[src/rtl/multicycle_controller.sv]
// multicycle_controller: Moore FSM sequencing a multicycle MIPS-style datapath with a memory-wait timeout.
module multicycle_controller #(
  parameter int WAIT_LIMIT = 15
) (
  input  logic       clk,
  input  logic       rst,
  input  logic [5:0] opcode,
  input  logic       zero,
  input  logic       mem_ready,
  output logic       pc_en,
  output logic [1:0] pc_source,
  output logic       i_or_d,
  output logic       mem_read,
  output logic       mem_write,
  output logic       ir_write,
  output logic       reg_dst,
  output logic       mem_to_reg,
  output logic       reg_write,
  output logic       alu_src_a,
  output logic [1:0] alu_src_b,
  output logic [1:0] alu_op,
  output logic [3:0] state,
  output logic       illegal_op,
  output logic       mem_timeout
);
  typedef enum logic [3:0] {
    FETCH, DECODE, MEM_ADDR, MEM_READ, MEM_WB, MEM_WRITE,
    R_EXEC, R_WB, BRANCH, ADDI_EXEC, ADDI_WB, JUMP
  } state_e;
  localparam logic [5:0] OP_R = 6'b000000, OP_LW = 6'b100011, OP_SW = 6'b101011,
                         OP_BEQ = 6'b000100, OP_BNE = 6'b000101, OP_ADDI = 6'b001000,
                         OP_J = 6'b000010;
  state_e state_q, state_d;
  logic [3:0] wait_q, wait_d;
  logic mem_st, timeout_c;
  assign state = state_q;
  always_comb begin
    state_d = state_q;
    {pc_en, pc_source, i_or_d, mem_read, mem_write, ir_write, reg_dst, mem_to_reg} = '0;
    {reg_write, alu_src_a, alu_src_b, alu_op, illegal_op, mem_timeout} = '0;
    mem_st = state_q inside {FETCH, MEM_READ, MEM_WRITE};
    timeout_c = mem_st && !mem_ready && wait_q == 4'(WAIT_LIMIT - 1);
    case (state_q)
      FETCH: begin
        mem_read = 1'b1;
        alu_src_b = 2'b01;
        ir_write = mem_ready;
        pc_en = mem_ready;
        state_d = mem_ready ? DECODE : FETCH;
      end
      DECODE: begin
        alu_src_b = 2'b11;
        case (opcode)
          OP_LW, OP_SW:    state_d = MEM_ADDR;
          OP_R:            state_d = R_EXEC;
          OP_BEQ, OP_BNE:  state_d = BRANCH;
          OP_ADDI:         state_d = ADDI_EXEC;
          OP_J:            state_d = JUMP;
          default: begin
            illegal_op = 1'b1;
            state_d = FETCH;
          end
        endcase
      end
      MEM_ADDR, ADDI_EXEC: begin
        alu_src_a = 1'b1;
        alu_src_b = 2'b10;
        state_d = state_q == ADDI_EXEC ? ADDI_WB : opcode == OP_SW ? MEM_WRITE : MEM_READ;
      end
      MEM_READ: begin
        {mem_read, i_or_d} = 2'b11;
        state_d = mem_ready ? MEM_WB : MEM_READ;
      end
      MEM_WRITE: begin
        {mem_write, i_or_d} = 2'b11;
        state_d = mem_ready ? FETCH : MEM_WRITE;
      end
      MEM_WB: begin
        {reg_write, mem_to_reg} = 2'b11;
        state_d = FETCH;
      end
      R_EXEC: begin
        alu_src_a = 1'b1;
        alu_op = 2'b10;
        state_d = R_WB;
      end
      R_WB: begin
        {reg_write, reg_dst} = 2'b11;
        state_d = FETCH;
      end
      ADDI_WB: begin
        reg_write = 1'b1;
        state_d = FETCH;
      end
      BRANCH: begin
        alu_src_a = 1'b1;
        alu_op = 2'b01;
        pc_source = 2'b01;
        pc_en = zero ^ (opcode == OP_BNE);
        state_d = FETCH;
      end
      JUMP: begin
        pc_source = 2'b10;
        pc_en = 1'b1;
        state_d = FETCH;
      end
      default: state_d = FETCH;
    endcase
    if (timeout_c) begin
      mem_timeout = 1'b1;
      state_d = FETCH;
    end
    // count only while stalled in the same memory state; a timeout restarts the count
    wait_d = (mem_st && !mem_ready && !timeout_c) ? wait_q + 4'd1 : 4'd0;
    if (rst) begin
      {pc_en, pc_source, i_or_d, mem_write, ir_write, reg_dst, mem_to_reg} = '0;
      {reg_write, alu_src_a, alu_op, illegal_op, mem_timeout} = '0;
      mem_read = 1'b1;
      alu_src_b = 2'b01;
    end
  end
  always_ff @(posedge clk) begin
    if (rst) begin
      state_q <= FETCH;
      wait_q <= 4'd0;
    end else begin
      state_q <= state_d;
      wait_q <= wait_d;
    end
  end
endmodule

[config.mk]
export PLATFORM = sky130hd
export DESIGN_NAME = multicycle_controller
export DESIGN_NICKNAME = d
export VERILOG_FILES = /design/src/rtl/multicycle_controller.sv
export SDC_FILE = /design/constraint.sdc
export NUM_CORES = 1
export LEC_CHECK = 0
export BUFFER_PORTS_ARGS = -buffer_cell sky130_fd_sc_hd__buf_2
export CORE_UTILIZATION = 48
export DETAILED_ROUTE_END_ITERATION = 7
export GPL_TIMING_DRIVEN = 0
export HOLD_SLACK_MARGIN = 0.05
export PLACE_DENSITY = 0.78
export SYNTH_ARGS = -nofsm -noshare
export SYNTH_HDL_FRONTEND = slang
export SYNTH_SLANG_ARGS = --single-unit
[constraint.sdc]
create_clock -name clk -period 2.4 [get_ports clk]
set_clock_uncertainty 0.2 [all_clocks]
set_input_delay 0.48 -clock clk [delete_from_list [all_inputs] [get_ports clk]]
set_output_delay 0.48 -clock clk [all_outputs]
set_load 0.01 [all_outputs]
==> results.md <==
- Run status: complete, no violations
- Synth top area share: 18.8%
- Worst skew pair latency: 260 ps
- #FFs+latches synth: 8
- Final hold violation count: 0
- Layout cells sized above 1: 35.9%
- Max Cap Viol: 0
- GRT Total Usage: 23.9%
- Count leader, synth: nor2_1
- Largest net degree at the start of global routing: 11
- CP Class: in -> out
- Mean Syn Cell Area: 7.75 µm²
- Async SR Flop Fraction: 0%
- Crit share post-route: 94.0%
- Top cells by area, synth: dfxtp_1 19%, nor2_1 8.8%, nor3_1 5.3%
- Post-synthesis cell type count: 48
- Clock sinks: 8
- Initial detailed-routing violation count: 40
- Cells after Synth: 110
- Cell family contributing the most delay on the critical path: simple AND/OR/NAND/NOR gates
- Core footprint: 1580 µm²
- Starting density of the core: 54.0%
- Grt ovf: 0
- Final Setup Violations: 0
- Post-route ant nets: 0
- Non-filler cells, final: 158
- Final Wtd Congestion: 0.871
- Setup_tns: 0 ps
- Initial antenna violation count: 0
- Worst Tran Pin Value: 438 ps
- Warnings, synthesis: 0
- CP cell instances: buf_2, nor4_4, nand3_1, xnor2_1, a22o_1, buf_2
- First-pass GRT wire length: 3.56 mm
- Pwr dens: 318 nW/µm²
- Dpl hpwl: 1.67 mm
- Clk slew on worst S/H paths: 50 ps
- Number of diodes: 0
- Worst setup EP type: output pin
- TritonCTS clock tree: done
- H-tree Lvls: 1
- I/O pins: 31
- Synth cell count leaders: 20 x nor2_1, 9 x nor3_1, 8 x dfxtp_1, 5 x nand2_1
- Critical Path RT: 1720 ps
- CP max stage delay: 310 ps
- CP Launch Type: input port
- WL/cell: 13.9 µm
- CTS buffer count: 3
- Cell taking the most area after synthesis: dfxtp_1
- Vias in the first global route: 830
- CP arrival: 1580 ps
- Fin crit period: 2260 ps
- Row count: 14
- Most common cell on crit path: buf_2
- Total power: 0.337 mW
- Area Overhead vs Synth: 24.5%
- Die H: 44.1 µm
- Die ar.: 1950 µm²
- HP Class: reg -> reg
- DRC violations left: 0
- # placed instances: 155
- DRT Wirelength: 2.20 mm
- FMAX: 443 MHz
- Slowest library cell on the worst path: nor4_4
- Fillcell total: 132
- Max-slew violation count: 0
- Sequential cell area fraction in the yosys report: 18.8%
- VDD IR-drop max: 314 µV
- Clock Path Buffers: 2
- Critical Path Fanout Max: 8
- Nets: 156
- Via density: 6.02
- Post-synthesis cell area: 852 µm²
- Main synth FF type: dfxtp_1
- Root buffer cell: clkbuf_4
- Via count: 951
- Syn Nets: 122
- Unrepaired setup endpoints after global routing: false
- Port Buf Inserts: 29
- Die Span X: 44.1 µm
- DR pass1 iterations: 6
- Post-synth EDFFs: 0
- LEAKAGE: 0.520 nW
- CP bufs+invs: 2
- Slew headroom: 70.8%
[worst register-to-register path, cell delays in order, from the launching register on]
cell and delay [ps]:
dfxtp_1 320, buf_4 180, or3b_1 360, o21ai_0 90, a311oi_1 150, a211oi_2 230
[registers in the layout (all words and copies together) (netlist names)]
signal  count
wait_q      4
state       4
[path summary, 6_finish.rpt]
check | end | from | slack (ps) | depth (start not counted)
setup / recovery | pc_en | opcode[3] | 140 | 6
hold reg to reg | wait_q[0] | wait_q[0] | 300 | 1
hold / removal | wait_q[0] | wait_q[0] | 300 | 1
setup reg to reg | state[1] | state[1] | 790 | 5
[power breakdown]
part | total [mW] | internal, mW | switching, mW
clock | 0.107 | 0.0575 | 0.0492
sequential | 0.142 | 0.136 | 0.00530
combinational | 0.0892 | 0.0379 | 0.0513
[area by class of cell]
| cell class | count | area, µm² | share of cell area (%) |
|---|---|---|---|
| plain buffers | 7 | 42.5 | 4.01 |
| clock buffers | 3 | 22.5 | 2.12 |
| inverters | 3 | 11.3 | 1.06 |
| repair buffers | 29 | 145 | 13.7 |
| flip-flops and latches | 8 | 161 | 15.2 |
| multi-input cells | 92 | 658 | 62.0 |
| well taps | 16 | 20.0 | 1.89 |
[metrics by stage]
| step | hold slack [ps] | utilization [%] | area, µm² | setup slack (ps) |
|---|---|---|---|---|
| after detailed placement | 302 | 64.5 | 1020 | 77.4 |
| after global placement | 245 | 64.5 | 1020 | 93.6 |
| after global routing | 331 | 67.3 | 1060 | 20.0 |
| after floorplan | 230 | - | 852 | 270 |
| after CTS | 308 | 66.0 | 1040 | 74.7 |
| final | 303 | 67.3 | 1060 | 144 |
[repair_timing]
item,4_1_cts,5_1_grt
endpoints found under the setup margin,0,2
hold buffers,0,0
resized for setup,0,3
buffers inserted,0,0
hold endpoints to repair,0,0
[layout by cell type, fill, tap and decap left out, types with 2 or more instances in the layout]
cell type	count
o21ai_1	2
xnor2_1	2
a21oi_1	4
ha_1	2
buf_2	33
nor3_1	9
nand4b_1	2
clkbuf_4	3
nor4b_1	2
nand2b_1	3
o21bai_1	2
nor4_1	2
nand3_1	4
dfxtp_1	7
inv_1	3
nand2_1	5
and3_1	2
xor2_1	3
nor2_1	20
[layer usage]
layer | GRT usage [%] | wire (µm) | vias up
met1 | 29.8 | 988 | 433
met2 | 40.0 | 1010 | 46
met4 | 4.85 | 31 | 0
met3 | 8.16 | 170 | 4
li1 | - | - | 468
met5 | 0 | 0 | -
[kinds of logic after synthesis]
group           count (synthesis)  share of synthesized area [%]
buf+inv                        10                           6.31
xor+xnor                        6                           7.05
mux                             1                           1.32
simple gates                   60                           41.3
compound gates                 23                           22.3
fa+ha+maj                       2                           2.94
flops                           8                           18.8
Note: power is estimated with default switching activity, not from simulation.
